--- config.mk ---
export PLATFORM = sky130hd
export DESIGN_NAME = lcd_read_ctrl_flat
export DESIGN_NICKNAME = d
export VERILOG_FILES = /design/src/rtl/lcd_read_ctrl_if.sv /design/src/rtl/lcd_read_ctrl.sv /design/src/flat_wrapper.sv
export SDC_FILE = /design/constraint.sdc
export NUM_CORES = 1
export LEC_CHECK = 0
export BUFFER_PORTS_ARGS = -buffer_cell sky130_fd_sc_hd__buf_2
export CORE_MARGIN = 1
export CORE_UTILIZATION = 40
export CTS_BUF_LIST = sky130_fd_sc_hd__clkbuf_4
export CTS_CLUSTER_SIZE = 14
export DETAILED_ROUTE_END_ITERATION = 12
export PLACE_DENSITY = 0.72
export SLEW_MARGIN = 10
export SYNTH_ARGS = -nofsm -noshare
export SYNTH_HDL_FRONTEND = slang
export SYNTH_SLANG_ARGS = --single-unit
--- constraint.sdc ---
create_clock -name clk -period 1.8 [get_ports clk]
set_clock_uncertainty 0.15 [all_clocks]
set_input_delay 0 -clock clk [delete_from_list [all_inputs] [get_ports clk]]
set_output_delay 0 -clock clk [all_outputs]
set_load 0.03 [all_outputs]
--- src/rtl/lcd_read_ctrl_if.sv ---
// Bus-side signal bundle for lcd_read_ctrl: start/length/abort request, LCD data
// pins, read strobe, bus-direction control and the per-word / per-transaction results.
interface lcd_read_ctrl_if #(
   parameter int DW = 16
);
   logic          rd_start_i;
   logic [7:0]    rd_len_i;
   logic          abort_i;
   logic [DW-1:0] lcd_db_i;
   logic          rd_n;
   logic          db_oe_o;
   logic [DW-1:0] data_o;
   logic          data_vld_o;
   logic          busy_o;
   logic          done_o;

   modport slave (
      input  rd_start_i, rd_len_i, abort_i, lcd_db_i,
      output rd_n, db_oe_o, data_o, data_vld_o, busy_o, done_o
   );

   modport master (
      output rd_start_i, rd_len_i, abort_i, lcd_db_i,
      input  rd_n, db_oe_o, data_o, data_vld_o, busy_o, done_o
   );
endinterface

--- src/rtl/lcd_read_ctrl.sv ---
// 8080-style LCD read strobe controller: releases the bus, issues rd_n strobes and
// samples lcd_db_i at the end of each low phase. Optional macro: LCD_RD_DUMMY_EN.
module lcd_read_ctrl #(
   parameter int DW          = 16,
   parameter int TURN_CYC    = 2,
   parameter int RD_LOW_CYC  = 4,
   parameter int RD_HIGH_CYC = 2
) (
   input  logic              clk,
   input  logic              rst,
   lcd_read_ctrl_if.slave    bus
);

`ifdef LCD_RD_DUMMY_EN
   localparam bit DUMMY_EN = 1'b1;
`else
   localparam bit DUMMY_EN = 1'b0;
`endif

   typedef enum logic [2:0] {
      IDLE = 3'd0,
      TURN = 3'd1,
      RD_L = 3'd2,
      RD_H = 3'd3,
      DONE = 3'd4
   } state_t;

   state_t        state;
   logic [7:0]    phase_cnt;
   logic [7:0]    word_cnt;
   logic          dummy_pend;
   logic          rd_n_r;
   logic          db_oe_r;
   logic [DW-1:0] data_r;
   logic          vld_r;
   logic          busy_r;
   logic          done_r;

   assign bus.rd_n       = rd_n_r;
   assign bus.db_oe_o    = db_oe_r;
   assign bus.data_o     = data_r;
   assign bus.data_vld_o = vld_r;
   assign bus.busy_o     = busy_r;
   assign bus.done_o     = done_r;

   always_ff @(posedge clk) begin
      if (rst) begin
         state      <= IDLE;
         phase_cnt  <= '0;
         word_cnt   <= '0;
         dummy_pend <= 1'b0;
         rd_n_r     <= 1'b1;
         db_oe_r    <= 1'b1;
         data_r     <= '0;
         vld_r      <= 1'b0;
         busy_r     <= 1'b0;
         done_r     <= 1'b0;
      end else begin
         vld_r  <= 1'b0;
         done_r <= 1'b0;
         case (state)
            IDLE: begin
               rd_n_r  <= 1'b1;
               db_oe_r <= 1'b1;
               busy_r  <= 1'b0;
               if (bus.rd_start_i) begin
                  word_cnt   <= bus.rd_len_i;
                  dummy_pend <= DUMMY_EN;
                  busy_r     <= 1'b1;
                  if (bus.rd_len_i == 8'd0) begin
                     // Empty read: report completion without ever releasing the bus.
                     state  <= DONE;
                     done_r <= 1'b1;
                  end else begin
                     state     <= TURN;
                     db_oe_r   <= 1'b0;
                     phase_cnt <= 8'(TURN_CYC - 1);
                  end
               end
            end
            TURN: begin
               if (bus.abort_i) begin
                  state  <= DONE;
                  done_r <= 1'b1;
               end else if (phase_cnt == 8'd0) begin
                  state     <= RD_L;
                  rd_n_r    <= 1'b0;
                  phase_cnt <= 8'(RD_LOW_CYC - 1);
               end else begin
                  phase_cnt <= phase_cnt - 8'd1;
               end
            end
            RD_L: begin
               if (bus.abort_i) begin
                  state  <= DONE;
                  rd_n_r <= 1'b1;
                  done_r <= 1'b1;
               end else if (phase_cnt == 8'd0) begin
                  state     <= RD_H;
                  rd_n_r    <= 1'b1;
                  phase_cnt <= 8'(RD_HIGH_CYC - 1);
                  // A dummy strobe consumes bus time but neither data nor a word slot.
                  if (dummy_pend) begin
                     dummy_pend <= 1'b0;
                  end else begin
                     data_r   <= bus.lcd_db_i;
                     vld_r    <= 1'b1;
                     word_cnt <= word_cnt - 8'd1;
                  end
               end else begin
                  phase_cnt <= phase_cnt - 8'd1;
               end
            end
            RD_H: begin
               if (bus.abort_i) begin
                  state  <= DONE;
                  done_r <= 1'b1;
               end else if (phase_cnt == 8'd0) begin
                  if (word_cnt != 8'd0) begin
                     state     <= RD_L;
                     rd_n_r    <= 1'b0;
                     phase_cnt <= 8'(RD_LOW_CYC - 1);
                  end else begin
                     state  <= DONE;
                     done_r <= 1'b1;
                  end
               end else begin
                  phase_cnt <= phase_cnt - 8'd1;
               end
            end
            DONE: begin
               state     <= IDLE;
               rd_n_r    <= 1'b1;
               db_oe_r   <= 1'b1;
               busy_r    <= 1'b0;
               phase_cnt <= '0;
            end
            default: begin
               state <= IDLE;
            end
         endcase
      end
   end

endmodule

--- src/flat_wrapper.sv ---
// flat-port wrapper written by rule: the top's interface ports become plain ports
module lcd_read_ctrl_flat 
#(
   parameter int DW          = 16,
   parameter int TURN_CYC    = 2,
   parameter int RD_LOW_CYC  = 4,
   parameter int RD_HIGH_CYC = 2
)
  (clk, rst, bus_rd_start_i, bus_rd_len_i, bus_abort_i, bus_lcd_db_i, bus_rd_n, bus_db_oe_o, bus_data_o, bus_data_vld_o, bus_busy_o, bus_done_o);
  lcd_read_ctrl_if #(.DW(DW)) bus_i ();
  input  logic clk;
  input  logic rst;
  input wire logic [$bits(bus_i.rd_start_i)-1:0] bus_rd_start_i;
  input wire logic [$bits(bus_i.rd_len_i)-1:0] bus_rd_len_i;
  input wire logic [$bits(bus_i.abort_i)-1:0] bus_abort_i;
  input wire logic [$bits(bus_i.lcd_db_i)-1:0] bus_lcd_db_i;
  output wire logic [$bits(bus_i.rd_n)-1:0] bus_rd_n;
  output wire logic [$bits(bus_i.db_oe_o)-1:0] bus_db_oe_o;
  output wire logic [$bits(bus_i.data_o)-1:0] bus_data_o;
  output wire logic [$bits(bus_i.data_vld_o)-1:0] bus_data_vld_o;
  output wire logic [$bits(bus_i.busy_o)-1:0] bus_busy_o;
  output wire logic [$bits(bus_i.done_o)-1:0] bus_done_o;
  assign bus_i.rd_start_i = bus_rd_start_i;
  assign bus_i.rd_len_i = bus_rd_len_i;
  assign bus_i.abort_i = bus_abort_i;
  assign bus_i.lcd_db_i = bus_lcd_db_i;
  assign bus_rd_n = bus_i.rd_n;
  assign bus_db_oe_o = bus_i.db_oe_o;
  assign bus_data_o = bus_i.data_o;
  assign bus_data_vld_o = bus_i.data_vld_o;
  assign bus_busy_o = bus_i.busy_o;
  assign bus_done_o = bus_i.done_o;
  lcd_read_ctrl #(.DW(DW), .TURN_CYC(TURN_CYC), .RD_LOW_CYC(RD_LOW_CYC), .RD_HIGH_CYC(RD_HIGH_CYC)) u_core (.clk(clk), .rst(rst), .bus(bus_i));
endmodule
**After elaboration in Yosys (flattened, before gate mapping)**

Index checks and enable logic that the tools add are counted.

- Add/subtract/negate cells: 2
- Eq/ne operators: 18
- Muxes and demuxes: 47
- Bitwise logic cells: 4
- Reduce and logical (&&, ||, !) cells: 17

Operators with widths:

| kind | number |
|---|---|
| $mux W8 | 13 |
| $pmux W8 S5 | 1 |
| $mux W3 | 9 |
| $mux W1 | 17 |
| $logic_not A8 Y1 | 2 |
| $pmux W8 S2 | 1 |
| $sub A8 B1 Y8 const B | 2 |
| $reduce_and A7 Y1 | 2 |
| $ne A2 B2 Y1 const B | 6 |
| $pmux W3 S4 | 1 |
| $reduce_and A4 Y1 | 3 |
| $ne A3 B2 Y1 const B | 3 |
| $ne A2 B1 Y1 const B | 4 |
| $reduce_bool A8 Y1 | 1 |
| $eq A3 B2 Y1 const B | 2 |
| $pmux W1 S2 | 3 |
| $reduce_and A5 Y1 | 1 |
| $reduce_bool A5 Y1 | 1 |
| $not A1 Y1 | 4 |
| $pmux W1 S4 | 1 |
| $reduce_bool A2 Y1 | 2 |
| $reduce_bool A4 Y1 | 1 |
| $reduce_or A2 Y1 | 2 |
| $reduce_or A4 Y1 | 1 |
| other kinds (5) | 5 |

- Register bits: 41
- Bits of input ports: 28
- Output and inout bits: 21
- Word-level logic and storage cells: 98

**Longest topological paths before layout**

Gate-level depths: netlist (run 1).

- Depth in word-level cells: 5
- Gate-level depth with buffers: 8
- Mapped depth without buffers: 6

**Worst setup path before layout (run 1)**

Ideal clock, no wire load.

- Kind: reg2reg
- From: register u_core.phase_cnt[0]
- To: register u_core.phase_cnt[6]
- Setup time: 0.079 ns
- Arrival: 1.726 ns
- Required time: 1.571 ns
- Path slack: -0.155 ns
- Cell stages (with the launch flop): 6
- Path buffers: 0
- Period minus slack after synthesis: 1.955 ns
- Cell sequence: dfxtp_1 inv_1 ha_1 or4b_4 or4_4 o221ai_2

- Cells in the longest elaborated chain, start to end: 4
- Elaborated cells between the ends (all ways): 11
- Classes of those cells: 1 x add/sub; 1 x eq/ne; 7 x mux; 2 x reduce/logical

Ends and longest elaborated chain:

| item | line | RTL |
|---|---|---|
| start, declared | lcd_read_ctrl.sv:29 | `logic [7:0] phase_cnt;` |
| start signal, assigned | lcd_read_ctrl.sv:77 | `phase_cnt <= 8'(TURN_CYC - 1);` |
| start signal, assigned | lcd_read_ctrl.sv:88 | `phase_cnt <= 8'(RD_LOW_CYC - 1);` |
| start signal, assigned | lcd_read_ctrl.sv:90 | `phase_cnt <= phase_cnt - 8'd1;` |
| $sub A8 B1 Y8 or $logic_not A8 Y1 (tied branches) | -- |  |
| $mux W8 (on tied branches) | lcd_read_ctrl.sv:118, lcd_read_ctrl.sv:85, lcd_read_ctrl.sv:98 |  |
| $mux W8 (on tied branches) | lcd_read_ctrl.sv:115, lcd_read_ctrl.sv:82, lcd_read_ctrl.sv:94 |  |
| $pmux W8 S5 | lcd_read_ctrl.sv:61 | `case (state)` |

Several ways; a longest one is shown, not always the timed one. The select of a mux whose other input is x is not followed.
A chain may end at the register's enable or synchronous reset.

**Final worst setup path (run 1)**

- From: register u_core.phase_cnt[1]
- To: register u_core.phase_cnt[6]

The elaborated chain is that of the path after synthesis.

==> flow_metrics.py, run 1 <==
metrics = {
    "synthesis": {
        "synth_cells": 244,
        "yosys.area.top_type": "dfxtp_1",
        "syn_area_um2": 2150,
        "ys.warnings.count": 0,
        "synthFlopType": "dfxtp_1",
        "synth_seq_cells": 40,
        "synth_area_leaders": "dfxtp_1 37%, mux2i_1 8.8%, nor2_1 5.4%",
        "ys_seq_area_frac": 0.372,
        "synth_cell_types": 60,
        "avgSynthCellArea_um2": 8.83,
        "synth_top_cell_area_share": 0.372,
        "async_reset_ff_frac": 0,
        "synth-edff-count": 0,
        "synth_nets": 275,
    },
    "power_and_ir_drop": {
        "clkPwrFrac": 0.205,
        "p_comb_frac": 0.456,
        "p_seq_frac": 0.339,
        "p_switching_uw": 1130,
        "ir_drop_mv": 0.497,
        "power_leakage_uw": 0.00147,
        "power_switching_share": 0.368,
        "p_int_uw": 1940,
        "p_per_area_nw_per_um2": 937,
        "p_total_uw": 3070,
    },
    "global_route": {
        "grt_pass1_vias": 2039,
        "grt_overflow": 0,
        "antenna_found_initial": 0,
        "grt_max_degree": 37,
        "grt_pass1_wl_um": 9660,
        "track_usage": 0.228,
    },
    "worst_setup_path": {
        "slowest_delay_ns": 0.47,
        "cp_data_required_time_ns": 1.96,
        "cp_max_fo": 3,
        "worstReg2RegEnd": "u_core.phase_cnt[6]",
        "crit_chain": "inv_4 > ha_4 > or4b_4 > or4_4 > o221ai_2",
        "rrSetupSlack_ns": -0.03,
        "cp-endpoint": "u_core.phase_cnt[6]",
        "crit_start": "u_core.phase_cnt[1]",
        "critical_path_arrival_ns": 1.99,
        "end_kind": "flip-flop",
        "start_kind": "flip-flop",
        "cp_slowest_cell": "or4b_4",
        "worstReg2RegStart": "u_core.phase_cnt[1]",
        "reg2regPathDepth": 5,
        "path_class": "flip-flop to flip-flop",
    },
    "route": {
        "drc_errors": 0,
        "drtIter0Drc": 228,
        "route.detailed.wl_per_inst_um": 15.5,
        "vias": 2297,
        "drtPass1Iterations": 5,
        "ant_nets": 0,
        "finalWirelength_um": 6380,
        "via_per_inst": 5.58,
    },
    "cts": {
        "cts_root_buffer": "clkbuf_4",
        "cts_tree": "done",
        "htree_levels": 2,
        "insertion_delay_ns": 0.37,
        "cts_buffers": 5,
        "clock_sinks": 40,
        "clk_pin_slew_ns": 0.13,
        "clk_path_buf_depth": 2,
    },
    "timing": {
        "relSlewSlack": 0.709,
        "layout_setup_ws_ns": -0.0312,
        "hold_viol_final": 0,
        "rsz0062_at_grt": "yes",
        "min_period_over_period": 1.02,
        "worstMarginPinSlew_ns": 0.436,
        "setup_viol": 2,
        "period_needed_ns": 1.83,
        "slew_viol_final": 0,
        "fmaxAchievable_mhz": 546,
    },
    "floorplan": {
        "die-height_um": 75.4,
        "die_area_um2": 5680,
        "start_util": 0.419,
        "rows": 26,
        "coreArea_um2": 5140,
        "dieWidth_um": 75.4,
        "io_pins": 49,
    },
    "cells_and_area": {
        "nNetsFinal": 372,
        "final_common_cell": "buf_2",
        "synthToLayoutAreaGrowth_pct": 52.1,
        "fillers": 437,
        "register_area_um2": 808,
        "multi_input_area_um2": 1460,
        "mostFrequentLayoutCells": "48 x buf_2, 34 x dfxtp_1, 30 x nor2_1, 28 x buf_4, 27 x dlygate4sd3_1",
        "fin_util": 0.637,
        "antenna-diode-count": 0,
        "fin_area_um2": 3270,
        "drive_gt1_frac": 0.415,
    },
    "hold_path": {
        "min_path_type": "input pin to flip-flop",
    },
    "placed_design": {
        "gp_congestion": 0.862,
        "portBuffers": 48,
        "hpwl_um": 4020,
        "dpl_cell_area_um2": 2710,
    },
    "outcome": {
        "violations": "negative setup slack",
        "status": "finished with violations",
    },
    "run": {
        "drv_cap": 0,
    },
}
==> how the worst min path moves through the flow <==
stage,slack [ns],start,endpoint,cells after the start
6_report,0.06,bus_rd_len_i[0],u_core.bus.db_oe_o,5
5_1_grt,0.08,bus_rd_len_i[3],u_core.bus.db_oe_o,5
4_1_cts,-0.18,bus_rd_len_i[5],u_core.word_cnt[5],3
3_5_place_dp,0.09,bus_lcd_db_i[4],u_core.bus.data_o[4],3
3_3_place_gp,0.08,bus_lcd_db_i[10],u_core.bus.data_o[10],3
2_1_floorplan,-0.006,bus_lcd_db_i[0],u_core.bus.data_o[0],2
==> cells by family (layout without fill, tap and decap cells) <==
group                      count (synthesis)  count (layout)  share of synthesized area
AOI/OAI and AO/OA                         57              57                      0.202
and+or+nand+nor                           98              98                      0.252
DFF                                       40              40                      0.372
adders and majority gates                  3               3                     0.0174
buffers and inverters                     25             123                     0.0552
muxes                                     21              21                      0.102
==> Yosys cell counts, drive strengths merged (4+ instances only) <==
master / n
a211oi: 7
nor4: 5
a21oi: 7
clkbuf: 8
a31oi: 6
nor3: 6
o21ai: 4
mux2i: 20
inv: 6
nand2: 15
or3: 5
or4: 4
and3: 5
nor2: 31
nor2b: 5
nand3: 7
dfxtp: 40
buf: 11
==> power by group through the flow <==
stage | sequential, uW | combinational (uW) | clock, uW
floorplan | 1070 | 692 | 0
global placement | 1040 | 1110 | 0
detailed placement | 1040 | 1130 | 0
CTS | 1030 | 1210 | 640
global route | 1050 | 1510 | 693
finish | 1040 | 1400 | 630
==> cell type report <==
cell class / count / share of cell area
clock buffer: 5 / 0.0115
clock inverter: 3 / 0.0141
inverter: 6 / 0.00841
multi-input combinational: 179 / 0.446
sequential: 40 / 0.247
tap: 70 / 0.0267
timing repair buffer: 109 / 0.246
==> sequential cells by signal, summed over array words and instances (netlist names) <==
signal and cells:
u_core.phase_cnt 8, u_core.bus.busy_o 1, u_core.bus.db_oe_o 1, u_core.word_cnt 8, u_core.bus.data_o 16, u_core.bus.data_vld_o 1
u_core.bus.rd_n 1, u_core.state 3, u_core.bus.done_o 1
==> critical path, delay by kind of cell, from the launching register on <==
kind                       cells  cell delay (ns)
DFF                            1             0.36
buffers and inverters          1             0.07
adders and majority gates      1             0.13
AOI/OAI and AO/OA              1             0.16
and+or+nand+nor                2             0.90
==> through the flow <==
step	setup WS, ns	cells	setup TNS, ns	hold slack [ns]
6_report	-0.0312	412	-0.0416	0.0617
5_1_grt	-0.115	412	-1.34	0.0768
4_1_cts	-0.0434	411	-0.0949	-0.184
3_5_place_dp	-0.128	376	-1.44	0.0869
3_3_place_gp	-0.0652	376	-0.210	0.0814
2_1_floorplan	-0.0307	244	-0.232	-0.00606
==> routing by layer <==
| layer | vias to the layer above | GRT usage | part of all wire |
|---|---|---|---|
| li1 | 1101 | - | - |
| met1 | 1093 | 0.289 | 0.42 |
| met2 | 92 | 0.379 | 0.49 |
| met3 | 11 | 0.0503 | 0.069 |
| met4 | 0 | 0.0905 | 0.022 |
| met5 | - | 0 | 0 |
==> timing repair <==
action / in CTS / in global routing
pin swaps: 1 / 13
hold buffers: 26 / 1
gates resized for setup: 11 / 35
buffers inserted: 1 / 0
endpoints found under the setup margin: 29 / 34
endpoints found under the hold margin: 34 / 2
(Power assumes the default switching activity.)
==> run 2, diff against run 1 <==
- ABC_AREA: unset -> 1
==> run 2 against run 1 <==
  * The flow now finishes without violations
  * Total power grew 0.74%
  * Die area increased by 0.57%
  * Register-to-register slack better by 0.15 ns
  * Critical path type unchanged
  * Largest power group unchanged
==> flow_metrics.py, run 2 <==
metrics = {
    "floorplan": {
        "start_util": 0.419,
        "die_area_um2": 5710,
        "io_pins": 49,
        "rows": 26,
        "dieWidth_um": 75.6,
        "die-height_um": 75.6,
        "coreArea_um2": 5170,
    },
    "timing": {
        "hold_viol_final": 0,
        "relSlewSlack": 0.743,
        "setup_viol": 0,
        "rsz0062_at_grt": "no",
        "fmaxAchievable_mhz": 596,
        "worstMarginPinSlew_ns": 0.384,
        "slew_viol_final": 0,
        "finalSetupTns_ns": 0,
        "hold_ws_ns": 0.301,
        "period_needed_ns": 1.68,
        "min_period_over_period": 0.932,
        "layout_setup_ws_ns": 0.122,
    },
    "placed_design": {
        "post-place-ws_ns": 0.0896,
        "dp.cells": 451,
        "portBuffers": 48,
        "gp_congestion": 0.969,
        "hpwl_um": 3600,
    },
    "synthesis": {
        "synth_cell_types": 25,
        "synth_top_cell_area_share": 0.370,
        "synth_area_leaders": "dfxtp_1 37%, nand2_1 12%, nor2_1 9.2%",
        "synth.most_common_cell": "nand2_1",
        "synth-edff-count": 0,
        "ys_seq_area_frac": 0.370,
        "syn_area_um2": 2170,
        "async_reset_ff_frac": 0,
        "synth_seq_cells": 40,
        "synth_cells": 337,
        "synthFlopType": "dfxtp_1",
        "synth_nets": 368,
        "synth_commonest_cells": "67 x nand2_1, 53 x nor2_1, 50 x inv_1, 40 x dfxtp_1, 36 x o21ai_0",
        "yosys.area.top_type": "dfxtp_1",
        "ys.warnings.count": 0,
        "avgSynthCellArea_um2": 6.43,
    },
    "cts": {
        "htree_levels": 2,
        "cts_root_buffer": "clkbuf_4",
        "insertion_delay_ns": 0.34,
        "clk_pin_slew_ns": 0.13,
        "clock_sinks": 40,
        "cts_tree": "done",
        "cts_buffers": 5,
        "clk_path_buf_depth": 2,
    },
    "global_route": {
        "grt_pass1_vias": 2097,
        "grt_overflow": 0,
        "grt_pass1_wl_um": 9200,
        "grt_max_degree": 34,
        "track_usage": 0.213,
        "antenna_found_initial": 0,
    },
    "worst_setup_path": {
        "cp_data_required_time_ns": 1.91,
        "path_depth": 9,
        "crit_chain": "inv_1 > ha_1 > nand2_1 > nor2_1 > nand3_1 > nand2_2 > nor2_4 > and2_1 > nor2_1",
        "cp_num_buf_inv": 1,
        "cp_max_fo": 8,
        "cp_slowest_cell": "dfxtp_1",
        "critPathMostFrequentCell": "nor2_1",
        "path_class": "flip-flop to flip-flop",
        "end_kind": "flip-flop",
        "worstReg2RegStart": "u_core.word_cnt[0]",
        "critical_path_arrival_ns": 1.78,
        "reg2regPathDepth": 9,
        "slowest_delay_ns": 0.36,
        "critPathTopFamily": "simple AND/OR/NAND/NOR gates",
        "start_kind": "flip-flop",
        "rrSetupSlack_ns": 0.12,
        "worstReg2RegEnd": "u_core.phase_cnt[1]",
    },
    "cells_and_area": {
        "register_area_um2": 805,
        "finalNonFillerCells": 487,
        "antenna-diode-count": 0,
        "multi_input_area_um2": 1140,
        "drive_gt1_frac": 0.204,
        "final_common_cell": "nand2_1",
        "nNetsFinal": 448,
        "synthToLayoutAreaGrowth_pct": 33.9,
        "largest_reg_flops": 16,
        "fillers": 491,
        "mostFrequentLayoutCells": "67 x nand2_1, 52 x nor2_1, 50 x inv_1, 48 x buf_2, 37 x dfxtp_1",
    },
    "hold_path": {
        "worstHoldStart": "u_core.bus.data_o[13]",
        "holdPathStages": 2,
        "whs_endpoint": "u_core.bus.data_o[13]",
        "min_path_type": "flip-flop to flip-flop",
    },
    "route": {
        "ant_nets": 0,
        "via_per_inst": 4.83,
        "drtIter0Drc": 204,
        "route.detailed.wl_per_inst_um": 11.3,
        "vias": 2350,
        "drtPass1Iterations": 4,
        "drc_errors": 0,
        "finalWirelength_um": 5510,
    },
    "outcome": {
        "status": "complete, no violations",
    },
    "run": {
        "drv_cap": 0,
    },
    "power_and_ir_drop": {
        "ir_drop_mv": 0.539,
        "power_leakage_uw": 0.00140,
        "p_per_area_nw_per_um2": 1070,
    },
}
==> run 2: timing repair <==
item	in CTS	in global routing
hold buffers	28	0
resized for setup	0	7
setup endpoints to repair	0	17
buffers inserted	0	0
hold endpoints to repair	32	0
==> run 2: layer usage <==
layer,vias up,GRT usage,share of wire
li1,1223,-,-
met2,83,0.363,0.46
met4,0,0.0638,0.015
met3,8,0.0516,0.067
met1,1036,0.266,0.45
met5,-,0,0
==> run 2: area by class of cell <==
cell class                 instances  area share
clock buffer                       5      0.0129
clock inverter                     2      0.0207
inverter                          52      0.0673
multi-input combinational        236       0.392
sequential                        40       0.278
tap                               70      0.0302
timing repair buffer              82       0.199
==> run 2: kinds of logic (layout without fill, tap and decap cells) <==
family | Yosys count | count (layout) | share of synthesized area
adder cells (fa/ha/maj) | 3 | 3 | 0.0173
AO/OA/AOI/OAI | 66 | 66 | 0.156
flip-flops | 40 | 40 | 0.370
AND/OR/NAND/NOR | 164 | 165 | 0.333
buffers and inverters | 62 | 141 | 0.116
XOR/XNOR | 2 | 2 | 0.00809
==> run 2: power breakdown <==
group | total, uW | switching [uW] | internal, uW
Clock | 731 | 306 | 425
Combinational | 1240 | 778 | 461
Sequential | 1120 | 113 | 1010
==> run 2: per-stage QoR <==
stage	util	power [uW]	area, um^2
5_1_grt	0.560	3330	2900
3_5_place_dp	0.482	2270	2490
2_1_floorplan	-	2020	2170
3_3_place_gp	0.482	2250	2490
6_report	0.560	3090	2900
4_1_cts	0.555	3040	2870
==> run 2: worst max-delay path by stage <==
stage	startpoint	end	slack (ns)
6_report	u_core.word_cnt[0]	u_core.phase_cnt[1]	0.12
5_1_grt	u_core.phase_cnt[0]	u_core.bus.rd_n	0.008
4_1_cts	u_core.phase_cnt[0]	u_core.word_cnt[4]	0.02
3_5_place_dp	u_core.phase_cnt[0]	u_core.phase_cnt[1]	0.09
3_3_place_gp	u_core.phase_cnt[0]	u_core.phase_cnt[1]	0.13
2_1_floorplan	u_core.word_cnt[0]	u_core.phase_cnt[5]	0.23
==> run 2: worst min-delay path: cells and delay by family, from the launching register on <==
kind	cells	cell delay [ns]
flip-flops	1	0.32
AO/OA/AOI/OAI	1	0.05
buffers and inverters	1	0.05
